$ cat src/rtl/debounce_pkg.sv
// Shared constants, state type and sizing helper
// for the multi-channel input debouncer.
package debounce_pkg;

    localparam int DEB_TICK_DIV_100MHZ_2_5MS = 250000;
    localparam int DEB_SYNC_DEFAULT          = 2;

    typedef enum logic {
        ST_STABLE  = 1'b0,
        ST_PENDING = 1'b1
    } deb_state_e;

    function automatic int clog2_min1(input int v);
        int r;
        r = $clog2(v);
        return (r < 1) ? 1 : r;
    endfunction

endpackage

$ cat src/rtl/debounce_tick_gen.sv
// Shared sample-tick prescaler: one registered strobe
// every TICK_DIV clocks, first one TICK_DIV clocks after reset.
module debounce_tick_gen
    import debounce_pkg::*;
#(
    parameter int TICK_DIV = DEB_TICK_DIV_100MHZ_2_5MS
) (
    input  logic clock,
    input  logic reset,
    output logic tick
);

    localparam int            CW   = clog2_min1(TICK_DIV);
    localparam logic [CW-1:0] LAST = CW'(TICK_DIV - 1);

    logic [CW-1:0] cnt;

    always_ff @(posedge clock) begin
        if (reset) begin
            cnt  <= '0;
            tick <= 1'b0;
        end else begin
            tick <= (cnt == LAST);
            cnt  <= (cnt == LAST) ? '0 : cnt + CW'(1);
        end
    end

endmodule

$ cat src/rtl/debounce_multi.sv
// N-channel debouncer: polarity fix, synchroniser, tick-qualified
// stability counter and registered edge pulses per channel.
module debounce_multi
    import debounce_pkg::*;
#(
    parameter int              N_CH         = 4,
    parameter int              SYNC_STAGES  = DEB_SYNC_DEFAULT,
    parameter int              TICK_DIV     = DEB_TICK_DIV_100MHZ_2_5MS,
    parameter int              STABLE_TICKS = 4,
    parameter logic [N_CH-1:0] ACTIVE_LOW   = '0
) (
    input  logic            clock,
    input  logic            reset,
    input  logic [N_CH-1:0] raw_in,
    output logic [N_CH-1:0] level_out,
    output logic [N_CH-1:0] rise_pulse,
    output logic [N_CH-1:0] fall_pulse,
    output logic            tick
);

    localparam int            KW    = clog2_min1(STABLE_TICKS);
    localparam logic [KW-1:0] K_TOP = KW'(STABLE_TICKS - 1);

    logic [N_CH-1:0] sync_q [SYNC_STAGES];
    logic [N_CH-1:0] sync;

    debounce_tick_gen #(
        .TICK_DIV (TICK_DIV)
    ) u_tick (
        .clock (clock),
        .reset (reset),
        .tick  (tick)
    );

    always_ff @(posedge clock) begin
        if (reset) begin
            for (int s = 0; s < SYNC_STAGES; s++) begin
                sync_q[s] <= '0;
            end
        end else begin
            sync_q[0] <= raw_in ^ ACTIVE_LOW;
            for (int s = 1; s < SYNC_STAGES; s++) begin
                sync_q[s] <= sync_q[s-1];
            end
        end
    end

    assign sync = sync_q[SYNC_STAGES-1];

    for (genvar i = 0; i < N_CH; i++) begin : g_ch
        deb_state_e    state;
        logic [KW-1:0] cnt;
        logic          lvl_q;
        logic          rise_q;
        logic          fall_q;

        // The tick seen on the cycle a mismatch starts is not counted.
        always_ff @(posedge clock) begin
            if (reset) begin
                state  <= ST_STABLE;
                cnt    <= '0;
                lvl_q  <= 1'b0;
                rise_q <= 1'b0;
                fall_q <= 1'b0;
            end else begin
                rise_q <= 1'b0;
                fall_q <= 1'b0;
                unique case (state)
                    ST_STABLE: begin
                        cnt <= '0;
                        if (sync[i] != lvl_q) begin
                            state <= ST_PENDING;
                        end
                    end
                    ST_PENDING: begin
                        if (sync[i] == lvl_q) begin
                            cnt   <= '0;
                            state <= ST_STABLE;
                        end else if (tick) begin
                            if (cnt == K_TOP) begin
                                lvl_q  <= ~lvl_q;
                                rise_q <= ~lvl_q;
                                fall_q <= lvl_q;
                                cnt    <= '0;
                                state  <= ST_STABLE;
                            end else begin
                                cnt <= cnt + KW'(1);
                            end
                        end
                    end
                    default: begin
                        cnt   <= '0;
                        state <= ST_STABLE;
                    end
                endcase
            end
        end

        assign level_out[i]  = lvl_q;
        assign rise_pulse[i] = rise_q;
        assign fall_pulse[i] = fall_q;
    end

endmodule

$ cat config.mk
export PLATFORM = sky130hd
export DESIGN_NAME = debounce_multi
export DESIGN_NICKNAME = d
export VERILOG_FILES = /design/src/rtl/debounce_pkg.sv /design/src/rtl/debounce_tick_gen.sv /design/src/rtl/debounce_multi.sv
export SDC_FILE = /design/constraint.sdc
export NUM_CORES = 1
export LEC_CHECK = 0
export ABC_AREA = 1
export CORE_UTILIZATION = 40
export CTS_BUF_LIST = sky130_fd_sc_hd__clkbuf_4 sky130_fd_sc_hd__clkbuf_8
export DETAILED_ROUTE_END_ITERATION = 10
export GPL_TIMING_DRIVEN = 0
export SKIP_LAST_GASP = 1
export SLEW_MARGIN = 5
export SYNTH_ARGS = -nofsm -noshare
export SYNTH_HDL_FRONTEND = slang
export SYNTH_SLANG_ARGS = --single-unit
$ cat constraint.sdc
create_clock -name clock -period 1.7 [get_ports clock]
set_clock_uncertainty 0.1 [all_clocks]
set_input_delay 0.34 -clock clock [delete_from_list [all_inputs] [get_ports clock]]
set_output_delay 0.34 -clock clock [all_outputs]
set_load 0.05 [all_outputs]
==> summary.md, run 1 <==
| Metric | Value |
|---|---|
| IO buf count | `17` |
| Starting Density | `42.1%` |
| Final ANT Viol Nets | `0` |
| Placer Congestion | `0.820` |
| Worst setup path start | `g_ch[1].fall_q` |
| Sw Share | `20.8%` |
| IO Pins | `19` |
| Synth top area cells | `dfxtp_1 47%, nor2_1 8.0%, nand2_1 7.7%` |
| Avg Vias per Cell | `4.56` |
| WL final | `3.63 mm` |
| # setup viols final | `0` |
| DP HPWL | `2.77 mm` |
| R2R depth | `9` |
| Per-cell routed wire length | `9.44 µm` |
| Worst-Margin Slew | `0.484 ns` |
| Leak | `0.00115 µW` |
| Hold_sp | `sync_q[0][0]` |
| Critical Path RT | `1.26 ns` |
| DRC violations left | `0` |
| First-pass GRT wire length | `6.43 mm` |
| Syn nets | `299` |
| Crit-path max FO | `1` |
| Internal power | `1680 µW` |
| TritonRoute pass-1 iters | `4` |
| Initial drt markers | `56` |
| Critical path arrival | `1.21 ns` |
| Pre-CTS setup slack | `-0.0239 ns` |
| # hold bufs at CTS | `0` |
| Total Power | `2120 µW` |
| Distinct cells, synth | `24` |
| Post-synthesis sequential area ratio | `46.5%` |
| Type of the most critical hold path | `reg2reg` |
| Final Hold Fails | `0` |
| CTS root buffer | `clkbuf_8` |
| Fin Setup TNS | `0 ns` |
| Bufs on Longest Clock Path | `2` |
| Slew HR | `67.8%` |
| Part of the power in registers | `57.7%` |
| Crit. End Element | `output port` |
| Startpoint types | `register` |
| R2R Setup Slk | `0.12 ns` |
| Post-synth top area share | `46.5%` |
| WHS | `0.306 ns` |
| Placed cells | `375` |
| Sink Count | `51` |
| Layout cells sized above 1 | `10.8%` |
| Layout fillers | `522` |
| P_sw | `441 µW` |
| Post-synth top cells | `51 x dfxtp_1, 47 x nor2_1, 45 x nand2_1` |
| Largest net degree at the start of global routing | `17` |
| Gr ovfl total | `0` |
| Final worst setup slack | `0.0495 ns` |
| Ys flop type | `dfxtp_1` |
| Peak supply drop | `490 µV` |
| Reg-to-reg startpoint | `u_tick.cnt[1]` |
| Final Cycle Share | `97.1%` |
| Syn avg cell area | `7.62 µm²` |
| Async SR Flop Fraction | `0%` |
| Ordered cell list for the critical path | `buf_4 -> dlygate4sd2_1` |
| Row count | `26` |
| Clock-pin slew on the worst setup and hold paths | `0.09 ns` |
| Layout Cells excl Fill | `385` |
| Clk_lat worst skew | `0.30 ns` |
| F_max | `0.606 GHz` |
| Post-synthesis cell count | `288` |
| Chip width | `76.1 µm` |
| H-tree Lvls | `2` |
| Status | `complete, no violations` |
| Crit-path slowest cell | `dlygate4sd2_1` |
| Mapped cell area | `2190 µm²` |
| Pwr Density | `823 nW/µm²` |
| Most common cell in the netlist | `dfxtp_1` |
| Max Cap Viol | `0` |
| Comb power frac | `3.1%` |
| Clock Power Share | `39.2%` |
| Synthesis warning total | `0` |
| Inserted Diodes | `0` |
| Final count of pins violating max slew | `0` |
| Final Net Count | `325` |
| Unrepaired setup endpoints after global routing | `no` |
| Post-synth EDFFs | `0` |
| TritonCTS clock tree | `done` |
| Initial antenna violation count | `0` |
| Cell taking the most area after synthesis | `dfxtp_1` |
| Hold Crit Depth | `2` |
| Overall Global Routing Usage | `13.7%` |
| Largest stage delay, worst path | `0.51 ns` |
| Routed vias | `1755` |
| Core area | `5200 µm²` |
| Final min period | `1.65 ns` |
| Critical path type | `reg2out` |
| Number of synthesized register bits | `51` |
| CTS buffer count | `5` |
| Number of global-route vias before repair | `1555` |
| Die Ht | `76.1 µm` |
| DIE AREA | `5780 µm²` |
| P&R area growth vs syn | `17.4%` |
per-stage QoR:
step | area (µm²) | utilization, %
final | 2570 | 49.5
after global routing | 2570 | 49.5
after CTS | 2550 | 49.1
after detailed placement | 2450 | 47.1
after global placement | 2450 | 47.1
after floorplan | 2190 | -
cells in the final DEF (no fill, tap or decap), types with 5 or more instances in the layout:
cell / Yosys / routed
nor3_1: 9 / 9
nor2_1: 47 / 47
dfxtp_1: 51 / 50
inv_1: 43 / 43
a21oi_1: 16 / 16
buf_4: 12 / 14
nand3_1: 20 / 20
nand4_1: 10 / 10
nand2_1: 45 / 45
clkbuf_8: 0 / 5
xor2_1: 7 / 7
dlygate4sd2_1: 0 / 5
cell families (layout without fill, tap and decap cells):
group | Yosys count | count (layout) | share of synthesized area (%)
compound gates | 23 | 23 | 5.59
xor+xnor | 10 | 10 | 3.99
fa+ha+maj | 5 | 5 | 2.85
buf+inv | 61 | 88 | 12.9
flops | 51 | 51 | 46.5
mux | 2 | 2 | 0.913
simple gates | 136 | 136 | 27.2
registers in the layout (all words and copies together) (netlist names):
| register | cells |
|---|---|
| g_ch.state | 4 |
| g_ch.rise_q | 4 |
| g_ch.cnt | 8 |
| u_tick.tick | 1 |
| g_ch.fall_q | 4 |
| sync_q | 8 |
| g_ch.lvl_q | 4 |
| u_tick.cnt | 18 |
layer usage:
| metal | GRT usage, % | vias to the layer above | share of wire [%] |
|---|---|---|---|
| met1 | 17.7 | 773 | 53 |
| met3 | 3.71 | 5 | 3.2 |
| met4 | 4.62 | 0 | 1.1 |
| met2 | 22.0 | 29 | 42 |
| met5 | 0 | - | 0 |
| li1 | - | 948 | - |
worst paths after layout:
kind / end
min reg2reg: sync_q[0][4]
max: fall_pulse[1]
min: sync_q[0][4]
max reg2reg: u_tick.cnt[17]
power groups by stage:
stage               combinational, µW  sequential (µW)  clock, µW
finish                           66.5             1220        831
detailed placement               63.4             1250          0
floorplan                        43.0             1250          0
CTS                              63.4             1220        853
global route                     76.1             1230        899
global placement                 63.0             1250          0
area by class of cell:
| cell class | instances | area, µm² | share of cell area [%] |
|---|---|---|---|
| buffer | 17 | 119 | 4.62 |
| clock buffer | 5 | 68.8 | 2.67 |
| clock inverter | 3 | 43.8 | 1.70 |
| inverter | 44 | 165 | 6.41 |
| multi-input combinational | 176 | 891 | 34.6 |
| sequential | 51 | 1020 | 39.7 |
| tap | 70 | 87.6 | 3.40 |
| timing repair buffer | 19 | 178 | 6.90 |
timing repair:
action	CTS	global route
endpoints found under the setup margin	13	15
resized for setup	19	8
setup buffers	0	2
hold endpoints to repair	0	0
worst max-delay path: cells and delay by family, from the launching register on:
kind | cells | cell delay, ns
flops | 1 | 0.32
buf+inv | 2 | 0.60
(Power assumes the default switching activity.)
==> run 2, diff against run 1 <==
--- a/config.mk
+++ b/config.mk
@@ -6,7 +6,9 @@
 export NUM_CORES = 1
 export LEC_CHECK = 0
 export ABC_AREA = 1
-export CORE_UTILIZATION = 40
+export CAP_MARGIN = 20
+export CORE_ASPECT_RATIO = 0.7
+export CORE_UTILIZATION = 30
 export CTS_BUF_LIST = sky130_fd_sc_hd__clkbuf_4 sky130_fd_sc_hd__clkbuf_8
 export DETAILED_ROUTE_END_ITERATION = 10
 export GPL_TIMING_DRIVEN = 0
==> summary.md, run 2 (synthesis results as in run 1) <==
| Metric | Value |
|---|---|
| Status | `complete, no violations (unchanged)` |
| IO Pins | `19 (unchanged)` |
| Final ANT Viol Nets | `0 (unchanged)` |
| Multi-input gate area | `901 µm² (was 891 µm²)` |
| Leak | `0.00114 µW (was 0.00115 µW)` |
| Crit. End Element | `output port (unchanged)` |
| Type of the most critical hold path | `reg2reg (unchanged)` |
| P&R area growth vs syn | `19.3% (was 17.4%)` |
| CTS root buffer | `clkbuf_8 (unchanged)` |
| IO buf count | `17 (unchanged)` |
| Critical Path RT | `1.26 ns (about the same)` |
| First-pass GRT wire length | `6.90 mm (was 6.43 mm)` |
| Largest register by flop count | `u_tick.cnt (unchanged)` |
| Bufs on Longest Clock Path | `2 (unchanged)` |
| TritonCTS clock tree | `done (unchanged)` |
| Row count | `25 (was 26)` |
| Max FFs per register | `18 (unchanged)` |
| Clock-pin slew on the worst setup and hold paths | `0.09 ns (about the same)` |
| Critical path type | `reg2out (unchanged)` |
| F_max | `0.610 GHz (was 0.606 GHz)` |
| Die Ht | `73.5 µm (was 76.1 µm)` |
| Gr ovfl total | `0 (unchanged)` |
| Routed vias | `1751 (was 1755)` |
| H-tree Lvls | `2 (unchanged)` |
| Peak supply drop | `299 µV (was 490 µV)` |
| WHS | `0.307 ns (was 0.306 ns)` |
| Inserted Diodes | `0 (unchanged)` |
| Final Hold Fails | `0 (unchanged)` |
| Per-cell routed wire length | `10.1 µm (was 9.44 µm)` |
| WL final | `4.12 mm (was 3.63 mm)` |
| CTS buffer count | `5 (unchanged)` |
| Final Net Count | `326 (was 325)` |
| Layout fillers | `713 (was 522)` |
| Avg Vias per Cell | `4.28 (was 4.56)` |
| Final min period | `1.64 ns (was 1.65 ns)` |
| Largest stage delay, worst path | `0.48 ns (was 0.51 ns)` |
| Final count of pins violating max slew | `0 (unchanged)` |
| Dpl cell area | `2480 µm² (was 2450 µm²)` |
| Startpoint types | `register (unchanged)` |
| Max Cap Viol | `0 (unchanged)` |
| Initial antenna violation count | `0 (unchanged)` |
| Commonest non-fill, non-tap cell in the layout | `dfxtp_1 (unchanged)` |
| DP HPWL | `3.10 mm (was 2.77 mm)` |
| Pwr Density | `816 nW/µm² (was 823 nW/µm²)` |
| Final Cycle Share | `96.4% (was 97.1%)` |
| # hold bufs at CTS | `0 (unchanged)` |
| Worst-Margin Slew | `0.490 ns (was 0.484 ns)` |
| Largest net degree at the start of global routing | `16 (was 17)` |
| Crit-path max FO | `1 (unchanged)` |
| Clk_lat worst skew | `0.30 ns (about the same)` |
| Unrepaired setup endpoints after global routing | `no (unchanged)` |
| Ordered cell list for the critical path | `buf_4 -> clkdlybuf4s15_1 (was buf_4 -> dlygate4sd2_1)` |
| Initial drt markers | `51 (was 56)` |
| Starting Density | `31.7% (was 42.1%)` |
| FF+latch area | `1020 µm² (about the same)` |
| # setup viols final | `0 (unchanged)` |
| Largest regs | `u_tick.cnt x18, g_ch.cnt x8, sync_q x8 (unchanged)` |
| Slew HR | `67.5% (was 67.8%)` |
| Critical path arrival | `1.20 ns (was 1.21 ns)` |
| Placer Congestion | `0.815 (was 0.820)` |
| Chip width | `104 µm (was 76.1 µm)` |
| DIE AREA | `7660 µm² (was 5780 µm²)` |
| Most frequent cells in the layout | `49 x dfxtp_1, 47 x nor2_1, 45 x nand2_1, 43 x inv_1, 20 x nand3_1 (was 50 x dfxtp_1, 47 x nor2_1, 45 x nand2_1, 43 x inv_1, 20 x nand3_1)` |
| Core area | `6910 µm² (was 5200 µm²)` |
| Overall Global Routing Usage | `11.5% (was 13.7%)` |
| Crit-path slowest cell | `clkdlybuf4s15_1 (was dlygate4sd2_1)` |
| DRC violations left | `0 (unchanged)` |
| Layout cells sized above 1 | `11.4% (was 10.8%)` |
| Design area | `2620 µm² (was 2570 µm²)` |
| Sink Count | `51 (unchanged)` |
| R2R Setup Slk | `0.17 ns (was 0.12 ns)` |
| Number of global-route vias before repair | `1509 (was 1555)` |
| TritonRoute pass-1 iters | `4 (unchanged)` |
[run 2: changes by cell type in the layout (fill, tap and decap cells not counted), sizes merged]
cell	previous run	this run
clkinv	3	1
clkbuf	8	9
buf	17	18
clkinvlp	0	1
clkdlybuf4s15	7	10
dlygate4sd2	5	1
[run 2: layout make-up]
cell class	instances	share of cell area, %
clock inverter	2	1.43
tap	94	4.49
multi-input combinational	176	34.4
timing repair buffer	20	7.07
sequential	51	39.1
clock buffer	5	2.63
inverter	44	6.31
buffer	17	4.54
[run 2: path summary, 6_finish.rpt]
path,to,cells past startpoint,startpoint
worst min-delay path,sync_q[0][4],2,sync_q[0][0]
worst min register to register,sync_q[0][4],2,sync_q[0][0]
worst max-delay path,fall_pulse[2],2,g_ch[2].fall_q
worst max register to register,u_tick.cnt[11],9,u_tick.cnt[0]
[run 2: timing repair]
item                                    in CTS  in global routing
gates resized for setup                     21                 13
buffers inserted                             0                  3
pin swaps                                    0                  1
endpoints found under the hold margin        0                  0
endpoints found under the setup margin      23                 19
[run 2: critical path: cells and delay by family (launching register included)]
kind / cells / cell delay, ns
buf+inv: 2 / 0.57
flops: 1 / 0.32
[run 2: stage by stage]
| step | setup TNS [ns] | worst slack (ns) | power, µW | util (%) | instances |
|---|---|---|---|---|---|
| after global placement | -0.0568 | -0.0284 | 1310 | 35.9 | 399 |
| after floorplan | 0 | 0.119 | 1290 | - | 288 |
| after global routing | 0 | 0.00962 | 2220 | 37.9 | 409 |
| final | 0 | 0.0614 | 2130 | 37.9 | 409 |
| after detailed placement | -0.268 | -0.0250 | 1320 | 35.9 | 399 |
| after CTS | -0.108 | -0.108 | 2150 | 37.4 | 406 |
[run 2: report_power, final]
group	switching, µW	internal (µW)	total (µW)
registers	14.2	1210	1230
logic	39.4	31.5	70.8
clock network	407	431	838
[run 2: layer usage]
metal | up-vias | track usage (%) | wire length [µm]
met1 | 781 | 16.6 | 2340
met3 | 7 | 2.93 | 109
met4 | 0 | 4.76 | 68
li1 | 944 | - | -
met2 | 19 | 16.3 | 1600
met5 | - | 0 | 0
